==> config.mk <==
export PLATFORM = sky130hd
export DESIGN_NAME = seq_divider
export DESIGN_NICKNAME = d
export VERILOG_FILES = /design/src/rtl/div_pkg.sv /design/src/rtl/div_step.sv /design/src/rtl/seq_divider.sv
export SDC_FILE = /design/constraint.sdc
export NUM_CORES = 1
export LEC_CHECK = 0
export ABC_AREA = 1
export BUFFER_PORTS_ARGS = -buffer_cell sky130_fd_sc_hd__buf_4
export CAP_MARGIN = 25
export CORE_MARGIN = 1
export CORE_UTILIZATION = 34
export DETAILED_ROUTE_END_ITERATION = 16
export SYNTH_ARGS = -nofsm -noshare
export SYNTH_HDL_FRONTEND = slang
export SYNTH_SLANG_ARGS = --single-unit
==> constraint.sdc <==
create_clock -name clk -period 6.1 [get_ports clk]
set_input_delay 0.61 -clock clk [delete_from_list [all_inputs] [get_ports clk]]
set_output_delay 0.61 -clock clk [all_outputs]
set_load 0.005 [all_outputs]
==> src/rtl/div_pkg.sv <==
// div_pkg: shared state encoding and default sizing for the sequential divider.
package div_pkg;
  localparam int DEF_WIDTH = 16;
  localparam int DEF_CNT_W = 5;
  typedef enum logic [1:0] {IDLE, CALC, DONE} state_t;
endpackage

==> src/rtl/div_step.sv <==
// div_step: one restoring-division iteration (shift {A,Q}, trial subtract, restore on borrow).
module div_step #(
  parameter int W = 16
) (
  input  logic [W-1:0] a_i,
  input  logic [W-1:0] q_i,
  input  logic [W-1:0] m_i,
  output logic [W-1:0] a_o,
  output logic [W-1:0] q_o
);
  logic [W:0] a_sh;
  logic [W:0] t;
  // A never reaches M after a step, so its top bit is always 0 and only W bits are stored
  always_comb begin
    a_sh = {a_i, q_i[W-1]};
    t    = a_sh - {1'b0, m_i};
    a_o  = t[W] ? a_sh[W-1:0] : t[W-1:0];
    q_o  = {q_i[W-2:0], ~t[W]};
  end
endmodule

==> src/rtl/seq_divider.sv <==
// seq_divider: sequential unsigned restoring divider, one iteration per clock,
// results with a one-cycle done pulse; divide-by-zero short-circuits to DONE.
module seq_divider
  import div_pkg::*;
#(
  parameter int WIDTH = DEF_WIDTH,
  parameter int CNT_W = DEF_CNT_W
) (
  input  logic             clk,
  input  logic             clr_n,
  input  logic             start,
  input  logic [WIDTH-1:0] dividend,
  input  logic [WIDTH-1:0] divisor,
  output logic             busy,
  output logic             done,
  output logic [WIDTH-1:0] quotient,
  output logic [WIDTH-1:0] remainder,
  output logic             div_by_zero
);
  state_t           state_q;
  logic [WIDTH-1:0] a_q, a_d, q_q, q_d, m_q, quot_q, rem_q;
  logic [CNT_W-1:0] cnt_q;
  logic             busy_q, done_q, dbz_q;
  div_step #(.W(WIDTH)) u_step (
    .a_i(a_q),
    .q_i(q_q),
    .m_i(m_q),
    .a_o(a_d),
    .q_o(q_d)
  );
  always_ff @(posedge clk or negedge clr_n) begin
    if (!clr_n) begin
      state_q <= IDLE;
      a_q     <= '0;
      q_q     <= '0;
      m_q     <= '0;
      cnt_q   <= '0;
      quot_q  <= '0;
      rem_q   <= '0;
      busy_q  <= 1'b0;
      done_q  <= 1'b0;
      dbz_q   <= 1'b0;
    end else begin
      case (state_q)
        IDLE: if (start) begin
          if (divisor == '0) begin
            quot_q  <= '1;
            rem_q   <= dividend;
            dbz_q   <= 1'b1;
            done_q  <= 1'b1;
            state_q <= DONE;
          end else begin
            m_q     <= divisor;
            q_q     <= dividend;
            a_q     <= '0;
            cnt_q   <= CNT_W'(WIDTH);
            dbz_q   <= 1'b0;
            busy_q  <= 1'b1;
            state_q <= CALC;
          end
        end
        CALC: begin
          a_q   <= a_d;
          q_q   <= q_d;
          cnt_q <= cnt_q - 1'b1;
          if (cnt_q == CNT_W'(1)) begin
            quot_q  <= q_d;
            rem_q   <= a_d;
            busy_q  <= 1'b0;
            done_q  <= 1'b1;
            state_q <= DONE;
          end
        end
        DONE: begin
          done_q  <= 1'b0;
          state_q <= IDLE;
        end
        default: state_q <= IDLE;
      endcase
    end
  end
  assign busy        = busy_q;
  assign done        = done_q;
  assign quotient    = quot_q;
  assign remainder   = rem_q;
  assign div_by_zero = dbz_q;
endmodule

; ---- Word-level counts from Yosys, hierarchy flattened
; Index checks and enable logic that the tools add are counted.
[word_totals]
register_bits = 90
latchBits = 0
mem_bits_rw = 0
romBits = 0
in_bits = 35
out_inout_bits = 35
elab_cells = 63
memories = 0
[op_classes]
n_addsub = 2
n_mul = 0
div_mod_pow = 0
magnitude_cmp = 0
eq_ne = 7
shifts = 0
muxes = 31
n_bitwise = 2
n_reduce_logical = 11
[op_table]
columns = cell, count
row1 = 2-to-1 mux 16 bit, 11
row2 = one-hot mux 16 bit (2 select lines), 4
row3 = subtractor 17 x 16 -> 17 bit, 1
row4 = zero test 16 bit, 1
row5 = AND reduction 4 bit, 3
row6 = 2-to-1 mux 5 bit, 2
row7 = one-hot mux 5 bit (2 select lines), 1
row8 = != test 2 bit (second input constant), 4
row9 = 2-to-1 mux 1 bit, 7
row10 = 2-to-1 mux 2 bit, 3
row11 = AND reduction 3 bit, 2
row12 = == test 5 x 1 -> 1 bit (second input constant), 1
row13 = subtractor 5 x 1 -> 5 bit (second input constant), 1
row14 = one-hot mux 2 bit (2 select lines), 1
row15 = AND reduction 2 bit, 2
row16 = one-hot mux 1 bit (3 select lines), 1
row17 = nonzero test 3 bit, 1
row18 = == test 2 x 1 -> 1 bit (second input constant), 1
row19 = == test 2 bit (second input constant), 1
row20 = zero test 2 bit, 1
row21 = inverter 1 bit, 2
row22 = one-hot mux 1 bit (2 select lines), 1
row23 = nonzero test 2 bit, 1

; ---- Logic depth before layout (Yosys ltp)
; Gate-level depths: netlist (run 1).
[logic_depth]
word_depth = 4
mapped_depth = 17
ltp_nobuf = 16

; ---- By module
; From an unflattened synthesis (run 1), not the netlist that was laid out.
[hier_totals]
cells_unflattened = 805
hier_area_um2 = 5584.1
[modules_own_cells]
columns = module, instances, cells_per_inst, area_each_um2, seq_area_each_um2
row1 = seq_divider, 1, 508, 4021.4, 2252.2
row2 = div_step, 1, 297, 1562.7, 0.0

; ---- Worst setup path before layout (run 1)
; OpenSTA, ideal clock, no wires.
[synth_path]
path_kind = reg-to-reg
startpoint = register q_q[15]
endpoint = register rem_q[15], in the netlist remainder[15]
setup_time_ns = 0.113
arrival_ns = 1.951
required_ns = 5.987
path_slack_ns = 4.036
stages_incl_launch_ff = 17
path_buffers = 1
synth_period_minus_slack_ns = 2.064
cell_sequence = dfrtp_1 -> inv_1 -> ha_1 -> fa_1 -> inv_1 -> nand2_1 -> nand2_1 -> nand3_1 -> nand2_2 -> nand2_2 -> nand3_1 -> nand2_4 -> buf_12 -> nand3_2 -> nand3_1 -> nand2_1 -> inv_1
[synth_via]
elab_chain_len = 4
[synth_lines]
columns = item, line_no
row1 = "start, declared", seq_divider.sv:21  ; logic [WIDTH-1:0] a_q, a_d, q_q, q_d, m_q, quot_q, rem_q;
row2 = "start signal, assigned", seq_divider.sv:54  ; q_q <= dividend;
row3 = "start signal, assigned", seq_divider.sv:64  ; q_q <= q_d;
row4 = subtractor 17 x 16 -> 17 bit, div_step.sv:16  ; t = a_sh - {1'b0, m_i};
row5 = 2-to-1 mux 16 bit, div_step.sv:17  ; a_o = t[W] ? a_sh[W-1:0] : t[W-1:0];
row6 = 2-to-1 mux 16 bit, seq_divider.sv:66  ; if (cnt_q == CNT_W'(1)) begin
row7 = one-hot mux 16 bit (2 select lines), seq_divider.sv:44  ; case (state_q)
row8 = "end signal, assigned", seq_divider.sv:48  ; rem_q <= dividend;
row9 = "end, declared", seq_divider.sv:21
; Every way passes these cells. The select of a mux whose other input is x is not followed.
; A chain may end at the register's enable or synchronous reset.

; ---- Final worst setup path (run 1)
[layout_path]
startpoint = register state_q[1]
endpoint = register q_q[8]
[layout_via]
elab_chain_len = 3
elab_cells_between_ends = 7
classes_between = 3 x eq/ne / 1 x mux / 3 x reduce/logical
[layout_lines]
columns = item, line_no
row1 = "start, declared", seq_divider.sv:20  ; state_t state_q;
row2 = "start signal, assigned", seq_divider.sv:33  ; state_q <= IDLE;
row3 = "start signal, assigned", seq_divider.sv:51  ; state_q <= DONE;
row4 = "start signal, assigned", seq_divider.sv:59  ; state_q <= CALC;
row5 = == test 2 x 1 -> 1 bit / zero test 2 bit (equally long branches), seq_divider.sv:44
row6 = nonzero test 2 bit (no line) / != test 2 bit (equally long branches), --
row7 = AND reduction 3 bit (no line), --
; Several ways; a longest one is shown, not always the timed one.

==> reports/results.ini, run 1 <==
[status]
status=complete, no violations

[floorplan]
die_w_microns=129
io_pins=70
fp.dieH_microns=129
coreArea_sq_um=15900
fp-row-count=46
die-area_sq_um=16800
start_util_pct=34.8

[global_route]
use_met2_pct=29.5
antenna_found_initial=0
use_met1_pct=25.1
grt_pass1_vias=4645
grt_max_degree=50
grt_pass1_wl_microns=23300
grt-busiest-layer=met2
track_usage_pct=18.3
overflow=0
grtUsageMet3_pct=3.47

[synth]
netlist.area_leader.share_pct=40.8
synth.area.top_cells=dfrtp_1 (41%), nand2_1 (17%), inv_1 (9.4%)
synthTopCellsByCount=nand2_1 (256), inv_1 (139), dfrtp_1 (90)
synth_nets=825
synth_cells=768
yosysSeqAreaShare_pct=40.8
syn_avg_cell_area_sq_um=7.19
synth_area_sq_um=5520
synth_seq_cells=90
yosys.area.top_type=dfrtp_1
synth_enable_flop_cells=0
ys_async_sr_fraction_pct=100
synth_cell_types=33
yosys_most_used_dff=dfrtp_1
yosys_warnings=0
yosysMostFrequentCell=nand2_1

[routing]
via_per_inst=4.56
post-route-drc-count=0
drt_wl_total_microns=14000
route.vias.total=4776
drt_pre_antenna_iters=5
ant_nets=0
drt-initial-drc-count=273
wl_per_cell_microns=13.3

[finish]
layout-drive-gt1-share_pct=15.4
n_antenna_cell=0
ff_latch_area_sq_um=2250
multi_input_area_sq_um=2580
syn_to_final_growth_pct=18.0
num-fill-cells=1748
fin_nets=883
finish.utilization_pct=41.0

[timing]
layout_min_cycle_time_ns=3.10
report.final.slew_viol_count=0
rsz0062_at_grt=false
slew_headroom_pct=31.5
hold_viol=0
finalClockSkew_ns=0.00837
fmax_mhz=323
fin_crit_sh_pct=50.8
tightest_slew_ns=1.03
setup_violations=0
setup-tns-final_ns=0

[hold_path]
hold_path.class=in2async

[worst_setup_path]
cp-end-kind=flip-flop
reg2reg_from=state_q[1]
critPathKind=reg2reg
worstPathMaxFanout=44
max_stage_delay_ns=0.69
cp-startpoint=state_q[1]
worstPathRequired_ns=6.33
cp_slowest_cell=nand3_1
critPathLaunchType=flip-flop
cp.arrival_ns=3.33
path_cells=inv_1 -> ha_1 -> buf_4 -> or2_2 -> nand3_1 -> inv_1 -> buf_4 -> o21ai_0

[clock_network]
cts-htree-levels=3
ctsHoldBuffers=0
root_buffer=clkbuf_16
cts_max_path_buffers=2
cts_made_buffers=9
ctsResizeCount=0
clkSinkCount=90
cts_tree=done
clock_latency_ns=0.36
path_clk_slew_ns=0.07
postCtsSetupBuffers=0

[pwr]
cellLeakagePower_nw=3.61
powerDensity_nw_per_um2=477
vdd_drop_max_mv=0.260

[place]
place_congestion=0.842
io_buffer_count=69
dp_hpwl_microns=10300

[job]
drv_cap=0

metrics by stage:
| stage | std cells | total power, mW | setup WS [ns] | hold slack, ns | area [sq um] |
|---|---|---|---|---|---|
| after floorplan | 768 | 2.05 | 4.04 | 0.314 | 5520 |
| after global placement | 1030 | 2.50 | 3.03 | 0.494 | 6190 |
| after detailed placement | 1030 | 2.53 | 2.99 | 0.494 | 6190 |
| after CTS | 1046 | 3.13 | 2.99 | 0.249 | 6500 |
| after global routing | 1047 | 3.42 | 2.61 | 0.281 | 6520 |
| final | 1047 | 3.11 | 3.00 | 0.234 | 6520 |
logic make-up (layout without fill, tap and decap cells):
logic type               count (synthesis)  after routing  share of synthesized area [%]
AND/OR/NAND/NOR                        383            383                           30.5
buffers and inverters                  169            232                           12.5
AO/OA/AOI/OAI                           93             93                           9.33
flip-flops                              90             90                           40.8
adder cells (fa/ha/maj)                 22             22                           5.12
XOR/XNOR                                10             10                           1.59
multiplexers                             1              1                          0.204
placed cells by master, fill, tap and decap left out, types with 3 or more instances in the layout:
cell and instances:
a21oi_1 24, a22oi_1 16, and2_1 4, buf_4 73
clkbuf_16 9, dfrtp_1 90, ha_1 21, inv_1 139
inv_2 3, nand2_1 256, nand2_2 7, nand3_1 49
nand3_2 19, nand4_1 4, nor2_1 37, o21ai_0 44
o21ai_1 5, xor2_1 8
area by class of cell:
type                    instances  area share [%]
clock inverters                 7            1.29
flip-flops and latches         90            34.6
clock buffers                   9            3.46
multi-input cells             509            39.7
repair buffers                 74            8.72
well taps                     216            4.15
inverters                     142            8.18
flip-flops by register name, summed over array words and instances, names as in the netlist:
| signal | flops |
|---|---|
| busy | 1 |
| cnt_q | 5 |
| done | 1 |
| quotient | 16 |
| m_q | 16 |
| q_q | 16 |
| a_q | 16 |
| remainder | 16 |
| div_by_zero | 1 |
| state_q | 2 |
worst paths after layout:
check                               end  slack, ns  cells after the start
hold / removal             remainder[7]       0.23                      1
setup / recovery                 q_q[8]       3.00                      8
min in group clk                 m_q[3]       0.47                      3
hold reg to reg              state_q[0]       0.52                      2
max in group asynchronous      cnt_q[2]       4.78                      2
setup reg to reg                 q_q[8]       3.00                      8
metal layers:
layer | routed length (microns) | share of wire [%]
met1 | 6890 | 49
met5 | 0 | 0
met4 | 176 | 1.3
met3 | 573 | 4.1
met2 | 6330 | 45
critical path, delay by kind of cell, from the launching register on:
kind | cells | cell delay (ns)
simple gates | 2 | 0.93
buf+inv | 4 | 1.34
fa+ha+maj | 1 | 0.14
compound gates | 1 | 0.14
flops | 1 | 0.40
power breakdown:
| part | internal (mW) | switching, mW |
|---|---|---|
| logic | 0.569 | 1.00 |
| registers | 0.835 | 0.112 |
| clock network | 0.326 | 0.264 |
Note: power is estimated with default switching activity, not from simulation.
==> run 2: changes to the inputs <==
- ABC_AREA: 1 -> 0
- clock period: 6.1 -> 3 ns (I/O delays scaled with it)
==> reports/results.ini, run 2 <==
[status]
status=complete, no violations

[global_route]
track_usage_pct=17.8
antenna_found_initial=0
overflow=0
grt_pass1_wl_microns=19800
grt_max_degree=47
grt_pass1_vias=3910

[pwr]
internal_power_mw=4.32
pwr-share-comb_pct=55.9
vdd_drop_max_mv=0.430
cellLeakagePower_nw=2.68
clockPowerShare_pct=14.9
power_switching_mw=3.08
p_seq_share_pct=29.2
switching_share_pct=41.7
powerDensity_nw_per_um2=1250

[worst_setup_path]
max_stage_delay_ns=0.55
worstPathRequired_ns=3.23
cp_num_buf_inv=1
worstPathMaxFanout=7
cp_slowest_cell=or4_1
critPathLaunchType=flip-flop
path_cells=ha_2 -> nor3_1 -> or4_1 -> a31oi_4 -> o41ai_4 -> o21ai_4 -> xor2_4 -> buf_4 -> mux2i_1 -> a21oi_1
crit_family=compound AO/OA/AOI/OAI gates
critPathKind=reg2reg
cp-end-kind=flip-flop
cp.arrival_ns=3.11

[floorplan]
coreArea_sq_um=13300
start_util_pct=35.2
fp-row-count=42
die_w_microns=119
die-area_sq_um=14300
fp.dieH_microns=119
io_pins=70

[finish]
fin_area_sq_um=5900
fin_nets=617
num-fill-cells=1332
final_cell_mix=buf_4 (94), dfrtp_1 (90), nand2_1 (63), o21ai_0 (54), a21oi_1 (29)
finish.utilization_pct=44.2
syn_to_final_growth_pct=25.7
n_antenna_cell=0
final_common_cell=buf_4
layout-drive-gt1-share_pct=23.5

[synth]
yosys_most_used_dff=dfrtp_1
synth.area.top_cells=dfrtp_1 (48%), o21ai_0 (5.9%), mux2i_1 (5.8%)
netlist.area_leader.share_pct=48.0
synth_seq_cells=90
synth_nets=534
synth_enable_flop_cells=0
ys_async_sr_fraction_pct=100
synthTopCellsByCount=dfrtp_1 (90), nand2_1 (63), o21ai_0 (55)
synth_area_sq_um=4690
yosys.area.top_type=dfrtp_1
yosysSeqAreaShare_pct=48.0
synth_cells=477
syn_avg_cell_area_sq_um=9.84
synth_cell_types=52
yosysMostFrequentCell=dfrtp_1
yosys_warnings=0

[routing]
drt_wl_total_microns=12000
drt-initial-drc-count=197
route.vias.total=3838
drt_pre_antenna_iters=4
post-route-drc-count=0
via_per_inst=5.18
wl_per_cell_microns=16.2
ant_nets=0

[place]
io_buffer_count=69
placed_area_sq_um=5550
dp_hpwl_microns=8820
place_congestion=0.791

[timing]
tightest_slew_ns=0.609
slew_headroom_pct=59.4
fmax_mhz=348
setup_violations=0
layout_min_cycle_time_ns=2.88
hold_viol=0
report.final.slew_viol_count=0
fin_crit_sh_pct=95.9
whs_ns=0.169
finalClockSkew_ns=0.00565

[clock_network]
cts_made_buffers=9
path_clk_slew_ns=0.07
root_buffer=clkbuf_16
cts-htree-levels=3
clock_latency_ns=0.35
cts_max_path_buffers=2
cts_tree=done
postCtsSetupBuffers=0
clkSinkCount=90

[hold_path]
hold_path.class=in2reg

[job]
drv_cap=0

[run 2: cell families after synthesis]
kind of cell,after synthesis,synth area share [%]
and+or+nand+nor,117,11.4
DFF,90,48.0
buffers and inverters,50,4.37
xor gates and xnor gates,15,3.20
muxes,30,6.48
adders and majority gates,22,6.03
AOI/OAI and AO/OA,153,20.5
[run 2: metrics by stage]
stage	TNS, ns	instances	total power [mW]	setup WS, ns
finish	0	741	7.40	0.123
global route	-0.0212	741	7.98	-0.00918
CTS	0	741	7.32	0.00134
detailed placement	0	724	6.19	0.0263
global placement	0	724	6.11	0.100
floorplan	0	477	4.81	0.247
[run 2: path summary, 6_finish.rpt]
check | start | endpoint | slack, ns | cells past startpoint
max in group asynchronous | clr_n | remainder[1] | 1.72 | 3
max reg2reg | a_q[5] | remainder[3] | 0.12 | 10
min | divisor[9] | m_q[9] | 0.17 | 3
max | a_q[5] | remainder[3] | 0.12 | 10
min in group asynchronous | clr_n | m_q[13] | 0.50 | 2
min reg2reg | quotient[12] | quotient[12] | 0.49 | 1
[run 2: final cells by class]
class	count	area, sq um	share of cell area, %
sequential	90	2250	38.2
clock inverter	6	48.8	0.827
multi-input combinational	337	2290	38.8
inverter	25	93.8	1.59
timing repair buffer	97	756	12.8
tap	176	220	3.73
clock buffer	10	239	4.05
[run 2: power by group through the flow]
stage	combinational, mW	clock, mW	sequential, mW
after floorplan	2.74	0	2.07
after global placement	3.94	0	2.17
after detailed placement	4.01	0	2.18
after CTS	4.02	1.13	2.16
after global routing	4.58	1.17	2.23
final	4.14	1.10	2.16
[run 2: what timing repair did]
action,4_1_cts,5_1_grt
hold buffers,1,0
endpoints found under the hold margin,41,0
gates resized for setup,0,11
setup endpoints to repair,0,30
[run 2: tightest hold or removal path, delay by kind of cell]
kind                   cells  cell delay, ns
AND/OR/NAND/NOR            1            0.04
buffers and inverters      1            0.08
AO/OA/AOI/OAI              1            0.06
[run 2: layer usage]
layer	wire length, microns	track usage, %
met1	5720	23.5
met2	5600	28.8
met3	432	3.45
met4	221	6.64
met5	0	0
